===== config.mk =====
export PLATFORM = sky130hd
export DESIGN_NAME = cmd_parser
export DESIGN_NICKNAME = d
export VERILOG_FILES = /design/src/rtl/cmd_parser_pkg.sv /design/src/rtl/cmd_match.sv /design/src/rtl/cmd_parser.sv
export SDC_FILE = /design/constraint.sdc
export NUM_CORES = 1
export LEC_CHECK = 0
export ABC_AREA = 1
export CAP_MARGIN = 20
export CORE_UTILIZATION = 52
export DETAILED_ROUTE_END_ITERATION = 7
export PLACE_DENSITY = 0.76
export RECOVER_POWER = 50
export SYNTH_ARGS = -nofsm -noshare
export SYNTH_HDL_FRONTEND = slang
export SYNTH_SLANG_ARGS = --single-unit

===== constraint.sdc =====
create_clock -name clk -period 2 [get_ports clk]
set_clock_uncertainty 0.15 [all_clocks]
set_input_delay 0.5 -clock clk [delete_from_list [all_inputs] [get_ports clk]]
set_output_delay 0.5 -clock clk [all_outputs]
set_load 0.05 [all_outputs]

===== src/rtl/cmd_parser_pkg.sv =====
// Shared definitions for the command parser: string ids, control character
// codes, printer state encoding, parser FSM states and byte classifiers.
package cmd_parser_pkg;

    localparam int MAX_LEN_DEF = 8;

    // String ids understood by the printer / string ROM
    localparam logic [1:0] ID_ERR  = 2'd0;
    localparam logic [1:0] ID_HELP = 2'd1;
    localparam logic [1:0] ID_PING = 2'd2;
    localparam logic [1:0] ID_LED  = 2'd3;

    // Control characters
    localparam logic [7:0] CH_CR  = 8'h0D;
    localparam logic [7:0] CH_LF  = 8'h0A;
    localparam logic [7:0] CH_BS  = 8'h08;
    localparam logic [7:0] CH_DEL = 8'h7F;

    // Printer FSM encoding seen on printer_state
    localparam logic [1:0] PRN_IDLE = 2'd0;

    typedef enum logic [2:0] {
        ST_COLLECT   = 3'd0,
        ST_DROP      = 3'd1,
        ST_MATCH     = 3'd2,
        ST_ISSUE     = 3'd3,
        ST_WAIT_DONE = 3'd4
    } state_t;

    function automatic logic is_printable(input logic [7:0] c);
        return (c >= 8'h20) && (c <= 8'h7E);
    endfunction

    function automatic logic is_term(input logic [7:0] c);
        return (c == CH_CR) || (c == CH_LF);
    endfunction

    function automatic logic is_erase(input logic [7:0] c);
        return (c == CH_BS) || (c == CH_DEL);
    endfunction

    // Commands are case-insensitive, so letters are folded before storage
    function automatic logic [7:0] to_lower(input logic [7:0] c);
        if ((c >= 8'h41) && (c <= 8'h5A)) begin
            return c + 8'h20;
        end
        return c;
    endfunction

endpackage


===== src/rtl/cmd_match.sv =====
// Combinational command matcher. Compares the stored line (length and every
// character) against the fixed command set and returns the string id.
// Expects MAX_LEN >= 4 so the longest command fits in the buffer.
module cmd_match
    import cmd_parser_pkg::*;
#(
    parameter int MAX_LEN = MAX_LEN_DEF,
    parameter int LEN_W   = $clog2(MAX_LEN + 1)
) (
    input  logic [MAX_LEN*8-1:0] i_buf,
    input  logic [LEN_W-1:0]     i_len,
    output logic [1:0]           o_id
);

    // Command literals, first character in the most significant byte
    localparam logic [31:0] CMD_HELP = "help";
    localparam logic [31:0] CMD_PING = "ping";
    localparam logic [23:0] CMD_LED  = "led";

    logic [31:0] w_word4;
    logic [23:0] w_word3;

    // buf[0] is the first character typed; put it in the top byte
    assign w_word4 = {i_buf[7:0], i_buf[15:8], i_buf[23:16], i_buf[31:24]};
    assign w_word3 = w_word4[31:8];

    // Characters beyond the longest command never affect the match
    generate
        if (MAX_LEN > 4) begin : g_tail
            logic w_unused_tail;
            assign w_unused_tail = ^i_buf[MAX_LEN*8-1:32];
        end
    endgenerate

    // Exact match: length first, then all characters of that length
    always_comb begin
        o_id = ID_ERR;
        if ((i_len == LEN_W'(4)) && (w_word4 == CMD_HELP)) begin
            o_id = ID_HELP;
        end else if ((i_len == LEN_W'(4)) && (w_word4 == CMD_PING)) begin
            o_id = ID_PING;
        end else if ((i_len == LEN_W'(3)) && (w_word3 == CMD_LED)) begin
            o_id = ID_LED;
        end
    end

endmodule


===== src/rtl/cmd_parser.sv =====
// Command parser: gathers UART RX bytes into a line buffer, matches completed
// lines against the command set, requests a response string from the printer
// and ignores input until the printer reports done. Owns the "led" LED.
module cmd_parser
    import cmd_parser_pkg::*;
#(
    parameter int MAX_LEN = MAX_LEN_DEF
) (
    input  logic       clk,
    input  logic       rst_n,
    input  logic [7:0] rx_data,
    input  logic       rx_valid,
    input  logic [1:0] printer_state,
    input  logic       printer_done,
    output logic [1:0] str_id,
    output logic       print_enable,
    output logic       led,
    output logic       busy,
    output logic       overflow
);

    localparam int                LEN_W   = $clog2(MAX_LEN + 1);
    localparam logic [LEN_W-1:0]  LEN_MAX = LEN_W'(MAX_LEN);

    state_t               r_state;
    state_t               w_state_next;
    logic [LEN_W-1:0]     r_len;
    logic [7:0]           r_buf [MAX_LEN];
    logic [MAX_LEN*8-1:0] w_buf_flat;
    logic [1:0]           r_str_id;
    logic [1:0]           w_match_id;
    logic                 r_led;
    logic                 r_overflow;

    // FSM side effects decoded for the datapath registers
    logic w_store;
    logic w_erase;
    logic w_set_ovf;
    logic w_clr_ovf;
    logic w_load_match;
    logic w_load_err;
    logic w_clr_len;
    logic w_issue;

    cmd_match #(
        .MAX_LEN (MAX_LEN),
        .LEN_W   (LEN_W)
    ) u_match (
        .i_buf (w_buf_flat),
        .i_len (r_len),
        .o_id  (w_match_id)
    );

    // State register; reset aborts any line or print in progress
    always_ff @(posedge clk or negedge rst_n) begin
        if (!rst_n) begin
            r_state <= ST_COLLECT;
        end else begin
            r_state <= w_state_next;
        end
    end

    // Next-state and per-state actions; input is only accepted in COLLECT/DROP
    always_comb begin
        w_state_next = r_state;
        w_store      = 1'b0;
        w_erase      = 1'b0;
        w_set_ovf    = 1'b0;
        w_clr_ovf    = 1'b0;
        w_load_match = 1'b0;
        w_load_err   = 1'b0;
        w_clr_len    = 1'b0;
        w_issue      = 1'b0;
        case (r_state)
            ST_COLLECT: begin
                if (rx_valid) begin
                    if (is_printable(rx_data)) begin
                        if (r_len == LEN_MAX) begin
                            w_set_ovf    = 1'b1;
                            w_state_next = ST_DROP;
                        end else begin
                            w_store = 1'b1;
                        end
                    end else if (is_erase(rx_data)) begin
                        w_erase = (r_len != '0);
                    end else if (is_term(rx_data)) begin
                        // Empty line (e.g. LF after CR) is not a command
                        if (r_len != '0) begin
                            w_state_next = ST_MATCH;
                        end
                    end
                end
            end
            ST_DROP: begin
                if (rx_valid && is_term(rx_data)) begin
                    w_load_err   = 1'b1;
                    w_state_next = ST_ISSUE;
                end
            end
            ST_MATCH: begin
                w_load_match = 1'b1;
                w_clr_ovf    = 1'b1;
                w_state_next = ST_ISSUE;
            end
            ST_ISSUE: begin
                if (printer_state == PRN_IDLE) begin
                    w_issue      = 1'b1;
                    w_state_next = ST_WAIT_DONE;
                end
            end
            ST_WAIT_DONE: begin
                if (printer_done) begin
                    w_clr_len    = 1'b1;
                    w_state_next = ST_COLLECT;
                end
            end
            default: begin
                w_state_next = ST_COLLECT;
            end
        endcase
    end

    // Line length, response id, LED and sticky overflow flag
    always_ff @(posedge clk or negedge rst_n) begin
        if (!rst_n) begin
            r_len      <= '0;
            r_str_id   <= ID_ERR;
            r_led      <= 1'b0;
            r_overflow <= 1'b0;
        end else begin
            if (w_clr_len) begin
                r_len <= '0;
            end else if (w_store) begin
                r_len <= r_len + LEN_W'(1);
            end else if (w_erase) begin
                r_len <= r_len - LEN_W'(1);
            end

            if (w_load_match) begin
                r_str_id <= w_match_id;
            end else if (w_load_err) begin
                r_str_id <= ID_ERR;
            end

            if (w_load_match && (w_match_id == ID_LED)) begin
                r_led <= ~r_led;
            end

            if (w_set_ovf) begin
                r_overflow <= 1'b1;
            end else if (w_clr_ovf) begin
                r_overflow <= 1'b0;
            end
        end
    end

    // Line buffer write; contents beyond len are don't-care, so no reset
    always_ff @(posedge clk) begin
        for (int i = 0; i < MAX_LEN; i++) begin
            if (w_store && (r_len == LEN_W'(i))) begin
                r_buf[i] <= to_lower(rx_data);
            end
        end
    end

    // Flatten the buffer for the matcher, character 0 in the low byte
    always_comb begin
        w_buf_flat = '0;
        for (int i = 0; i < MAX_LEN; i++) begin
            w_buf_flat[i*8 +: 8] = r_buf[i];
        end
    end

    assign str_id       = r_str_id;
    assign print_enable = w_issue;
    assign led          = r_led;
    assign busy         = (r_state != ST_COLLECT);
    assign overflow     = r_overflow;

endmodule

# Yosys cells after proc, flatten, opt, wreduce, memory -nomap -nowiden
# Memories as Yosys holds them, arrays and structs flattened.
# Cells that the tools add are included.
op_classes:
  n_addsub: 3
  multipliers: 0
  div: 0
  n_lt_le_gt_ge: 4
  n_eq_ne: 28
  n_shift: 0
  muxes: 102
  n_bitwise: 1
  n_reduce_logical: 33
op_table:
  columns: ["operator", "count"]
  rows:
  - ["$mux 8", 24]
  - ["$eq 32x31->1 const B", 2]
  - ["$reduce_or 8->1", 7]
  - ["$mux 1", 53]
  - ["$mux 3", 16]
  - ["$eq 24x23->1 const B", 1]
  - ["$eq 8x4->1 const B", 3]
  - ["$eq 4x3->1 const B", 4]
  - ["$le 8x7->1 const B", 2]
  - ["$logic_and 1x1->1", 15]
  - ["$pmux 3 s5", 1]
  - ["$mux 4", 3]
  - ["$ne 3x3->1 const B", 4]
  - ["$mux 2", 5]
  - ["$add 8x6->8 const B", 1]
  - ["$eq 4x2->1 const B", 2]
  - ["$eq 8x7->1 const B", 1]
  - ["$ge 8x6->1 const B", 1]
  - ["$ge 8x7->1 const B", 1]
  - ["$ne 2x2->1 const B", 4]
  - ["$reduce_and 8->1", 1]
  - ["$eq 3x2->1 const B", 2]
  - ["$reduce_bool 3->1", 2]
  - ["$add 4x1->4 const B", 1]
  - ["13 further kinds", 15]
word_totals:
  ff_bits: 11
  latch_bits: 0
  ram_bits: 64
  mem_bits_ro: 0
  output_inout_bits: 6
  n_memories: 1
mem_list:
  columns: ["memory", "words", "word_bits", "rd", "rd_ports_with_merged_regs", "wr", "line_no", "source"]
  rows:
  - ["r_buf", 8, 8, 4, 0, 1, "cmd_parser.sv:28", "logic [7:0] r_buf [MAX_LEN];"]

# Depth between registers and ports, before layout
depth:
  word_depth: 16
  depth_mapped: 10

# Cells and area by module
# A second synthesis with hierarchy kept.
unflattened:
  hier_cells: 308
  hier_area_um2: 3328.2
modules_own_cells:
  columns: ["module", "n_inst", "cells_each", "area_per_inst_um2", "seq_area_each_um2"]
  rows:
  - ["cmd_parser", 1, 234, 3027.9, 2197.1]
  - ["cmd_match", 1, 74, 300.3, 0.0]

# Least setup slack after synthesis
# Ideal clock, no wire load.
synth_timing:
  kind: "input to output"
  startpoint: "input port printer_state[1]"
  endpoint: "output port print_enable"
  t_arrival_ns: 1.468
  path_slack_ns: -0.118
  cell_stages: 2
  path_cell_list: "or2_2 -> nor2_1"
synth_via:
  elab_chain_len: 3
synth_lines:
  columns: ["item", "line_no", "source"]
  rows:
  - ["from (decl)", "cmd_parser.sv:13", "input logic [1:0] printer_state,"]
  - ["$logic_not 2->1", "cmd_parser.sv:106", "if (printer_state == PRN_IDLE) begin"]
  - ["$mux 1", "cmd_parser.sv:106", null]
  - ["$mux 1", "cmd_parser.sv:74", "case (r_state)"]
  - ["to (decl)", "cmd_parser.sv:16", "output logic print_enable,"]
# No other way between the ends.

# Final worst setup path
layout_timing:
  startpoint: "register r_state[0]"
  endpoint: "output port print_enable"
layout_via:
  elab_chain_len: 2
layout_lines:
  columns: ["item", "line_no", "source"]
  rows:
  - ["from (decl)", "cmd_parser.sv:25", "state_t r_state;"]
  - ["from (signal assigned)", "cmd_parser.sv:59", "r_state <= w_state_next;"]
  - ["$eq 3x2->1", "cmd_parser.sv:74", null]
  - ["$mux 1", "cmd_parser.sv:74", null]
# No other way between the ends.

==> out/qor.json <==
{
  "clock-sinks": {"value": 43},
  "grt_pass1_wl": {"value": 8190, "unit": "um"},
  "finish.cell_count_without_fillers": {"value": 371},
  "initial_utilization": {"value": 0.560},
  "ios": {"value": 20},
  "routedWlPerCell": {"value": 13.7, "unit": "um"},
  "final_layout_size_suffix_gt1_frac": {"value": 0.212},
  "synthesis.area": {"value": 2300, "unit": "um^2"},
  "finalHoldWorstSlack": {"value": 0.348, "unit": "ns"},
  "pin_count_of_the_biggest_net_entering_global_routing": {"value": 14},
  "dr.pass1.iters": {"value": 4},
  "combPwrFrac": {"value": 0.390},
  "worst_pin_slew": {"value": 0.604, "unit": "ns"},
  "cts_buffers": {"value": 5},
  "antenna_fix_cells": {"value": 0},
  "first_global_vias": {"value": 1844},
  "power.share.clock": {"value": 0.193},
  "synth_xor_area_frac": {"value": 0.0152},
  "cp_startpoint_kind": {"value": "register"},
  "synth.net_count": {"value": 278},
  "yosys.area.top_type_share": {"value": 0.417},
  "crit_family": {"value": "flip-flops"},
  "finalWorstPathRequiredPeriod": {"value": 1.96, "unit": "ns"},
  "compound_gate_portion_of_the_synthesized_area": {"value": 0.0413},
  "clk-insertion-delay-late": {"value": 0.30, "unit": "ns"},
  "rsz_0062_raised_after_global_routing": {"value": "true"},
  "min-delay-path-class": {"value": "reg -> reg"},
  "synthesized_area_fraction_occupied_by_and_or_nand_nor_cells": {"value": 0.312},
  "cell_internal_pwr": {"value": 1.71, "unit": "mW"},
  "postSynthRegisterBits": {"value": 43},
  "ys_async_sr_fraction": {"value": 0.256},
  "slew-limit-headroom": {"value": 0.599},
  "share_of_cell_area_taken_by_muxes_after_synthesis": {"value": 0},
  "gp_congestion": {"value": 0.891},
  "timing.critical_path.fanout_max": {"value": 4},
  "fillers": {"value": 312},
  "power.net_switching": {"value": 1.02, "unit": "mW"},
  "drc_errors": {"value": 0},
  "cpPeakStageDelay": {"value": 0.37, "unit": "ns"},
  "dieArea": {"value": 4700, "unit": "um^2"},
  "drv_slew": {"value": 0},
  "critical_path.n_buffers_inverters": {"value": 3},
  "predominant_post_synthesis_flop_cell": {"value": "sky130_fd_sc_hd__edfxtp_1"},
  "place.detailed.instances": {"value": 359},
  "grt_use_total": {"value": 0.253},
  "clock.fmax": {"value": 511, "unit": "MHz"},
  "worst-endpoint-required": {"value": 1.35, "unit": "ns"},
  "powerDensity": {"value": 930, "unit": "nW/um^2"},
  "synth-seq-area-share": {"value": 0.537},
  "final-setup-viol-count": {"value": 0},
  "drt-initial-drc-count": {"value": 134},
  "port-buffer-count": {"value": 19},
  "dp.final_hpwl": {"value": 3920, "unit": "um"},
  "cts.path.max_buffers": {"value": 2},
  "final_nets": {"value": 341},
  "vias": {"value": 1987},
  "die_height": {"value": 68.6, "unit": "um"},
  "chipWidth": {"value": 68.6, "unit": "um"},
  "cp_slowest_cell": {"value": "sky130_fd_sc_hd__dfrtp_1"},
  "core-area": {"value": 4120, "unit": "um^2"},
  "power_leakage": {"value": 1.28, "unit": "nW"},
  "synth-edff-count": {"value": 32},
  "yosys.area_share.adder": {"value": 0.0326},
  "ys_types": {"value": 30},
  "dominant_combinational_cell_family_by_area_after_synthesis": {"value": "simple AND/OR/NAND/NOR gates"},
  "synthTopCellsByArea": {"value": "sky130_fd_sc_hd__edfxtp_1 42%, sky130_fd_sc_hd__dfrtp_1 12%, sky130_fd_sc_hd__nand2_1 9.8%"},
  "synthDominantAreaCellType": {"value": "sky130_fd_sc_hd__edfxtp_1"},
  "detail-route-antenna-nets": {"value": 0},
  "end_kind": {"value": "primary output"},
  "share_seq_of_total_power": {"value": 0.417},
  "cap_violations": {"value": 0},
  "switching_share": {"value": 0.373},
  "total_power": {"value": 2.73, "unit": "mW"},
  "ys.warnings.count": {"value": 0},
  "final_number_of_hold_violating_endpoints": {"value": 0},
  "routed_wirelength": {"value": 5100, "unit": "um"},
  "clk_pin_slew": {"value": 0.08, "unit": "ns"},
  "netlist_instances": {"value": 258},
  "arrival": {"value": 1.31, "unit": "ns"},
  "crit_path_cell_trace": {"value": "inv_2, nor3_4, inv_2, nor2_4, buf_12"},
  "status": {"value": "finished clean"},
  "std_cell_rows": {"value": 23},
  "syn_to_final_growth": {"value": 27.3, "unit": "%"},
  "ir_worst_vdd": {"value": 0.654, "unit": "mV"},
  "cts_tree": {"value": "built"},
  "root_buffer_selected_by_cts": {"value": "sky130_fd_sc_hd__clkbuf_8"},
  "remaining_global_route_overflow": {"value": 0},
  "post_drt_via_cell_ratio": {"value": 5.36},
  "number_of_antenna_violations_at_the_first_check_in_global_routing": {"value": 0},
  "syn-mean-instance-area": {"value": 8.93, "unit": "um^2"},
  "final.period_utilization": {"value": 0.979},
  "cp_common_cell": {"value": "sky130_fd_sc_hd__inv_2"},
  "netlist_top_cells_count": {"value": "60 x sky130_fd_sc_hd__nand2_1, 32 x sky130_fd_sc_hd__edfxtp_1, 32 x sky130_fd_sc_hd__inv_1"},
  "critPathKind": {"value": "reg -> out"},
  "post-synth-top-count-cell": {"value": "sky130_fd_sc_hd__nand2_1"},
  "cts.htree.levels": {"value": 2}
}
[registers in the layout (all words and copies together), names as in the netlist]
register and flops:
overflow 1, led 1, r_buf 32, str_id 2, r_len 4, r_state 3
[metrics by stage]
step           instance area [um^2]   util   TNS, ns  setup WS (ns)
4_1_cts                        2930  0.713         0      0.0000584
2_1_floorplan                  2310      -     -1.86        -0.0581
6_report                       2930  0.713         0         0.0412
3_3_place_gp                   2790  0.679    -17.39         -0.356
3_5_place_dp                   2790  0.679    -18.90         -0.384
5_1_grt                        2930  0.713  -0.00734       -0.00734
[worst reg2reg max path: stages, from the launching register on]
cell and delay, ns:
sky130_fd_sc_hd__dfrtp_1 0.40, sky130_fd_sc_hd__buf_4 0.15, sky130_fd_sc_hd__nor3_4 0.21, sky130_fd_sc_hd__buf_4 0.14, sky130_fd_sc_hd__buf_4 0.12, sky130_fd_sc_hd__nand4_2 0.18, sky130_fd_sc_hd__nor2_4 0.19, sky130_fd_sc_hd__nand2_1 0.07
sky130_fd_sc_hd__nand3_1 0.08, sky130_fd_sc_hd__nand2_1 0.05
[power groups by stage]
| stage | clock network, mW | logic, mW | registers (mW) |
|---|---|---|---|
| global placement | 0 | 0.902 | 1.16 |
| finish | 0.527 | 1.06 | 1.14 |
| detailed placement | 0 | 0.924 | 1.17 |
| CTS | 0.528 | 0.997 | 1.13 |
| global route | 0.563 | 1.18 | 1.15 |
| floorplan | 0 | 0.626 | 1.17 |
[final cells by class]
type | count | area, um^2 | area share
Sequential cell | 43 | 1240 | 0.422
Multi-Input combinational cell | 179 | 986 | 0.336
Timing Repair Buffer | 57 | 433 | 0.148
Inverter | 35 | 131 | 0.0448
Clock buffer | 5 | 68.8 | 0.0235
Tap cell | 50 | 62.6 | 0.0213
Clock inverter | 2 | 13.8 | 0.00469
[cells in the final DEF, fill, tap and decap left out, types with 9 or more instances in the layout]
master and n:
sky130_fd_sc_hd__nor2_1 28, sky130_fd_sc_hd__nand3_1 30, sky130_fd_sc_hd__edfxtp_1 32, sky130_fd_sc_hd__inv_1 28
sky130_fd_sc_hd__clkbuf_1 11, sky130_fd_sc_hd__nand4_1 11, sky130_fd_sc_hd__nand2_1 60, sky130_fd_sc_hd__dfrtp_1 10
sky130_fd_sc_hd__nor3_1 9, sky130_fd_sc_hd__buf_4 30
[cell families (layout without fill, tap and decap cells)]
kind of cell / Yosys count / in the layout
adder cells (fa/ha/maj): 6 / 6
buffers and inverters: 36 / 99
flip-flops: 43 / 43
XOR/XNOR: 4 / 4
AND/OR/NAND/NOR: 155 / 155
AO/OA/AOI/OAI: 14 / 14
[layer usage]
layer | vias up | GRT usage | share of wire
li1 | 990 | - | -
met1 | 929 | 0.309 | 0.42
met2 | 55 | 0.426 | 0.48
met3 | 13 | 0.0674 | 0.073
met4 | 0 | 0.0990 | 0.023
met5 | - | 0 | 0
[worst paths after layout]
kind                       startpoint  cells after the start      endpoint  slack [ns]
min in group asynchronous       rst_n                      1     str_id[1]        0.45
hold / removal               overflow                      2      overflow        0.35
max in group asynchronous       rst_n                      1    r_state[2]        0.88
setup / recovery           r_state[0]                      5  print_enable        0.04
hold reg to reg              overflow                      2      overflow        0.35
setup reg to reg           r_state[0]                      9      r_len[1]        0.16
[timing repair]
item | CTS | global route
endpoints found under the setup margin | 46 | 54
pin swaps | 3 | 4
buffers inserted | 3 | 2
resized for setup | 15 | 17
hold buffers | 0 | 0
Note: power is estimated with default switching activity, not from simulation.
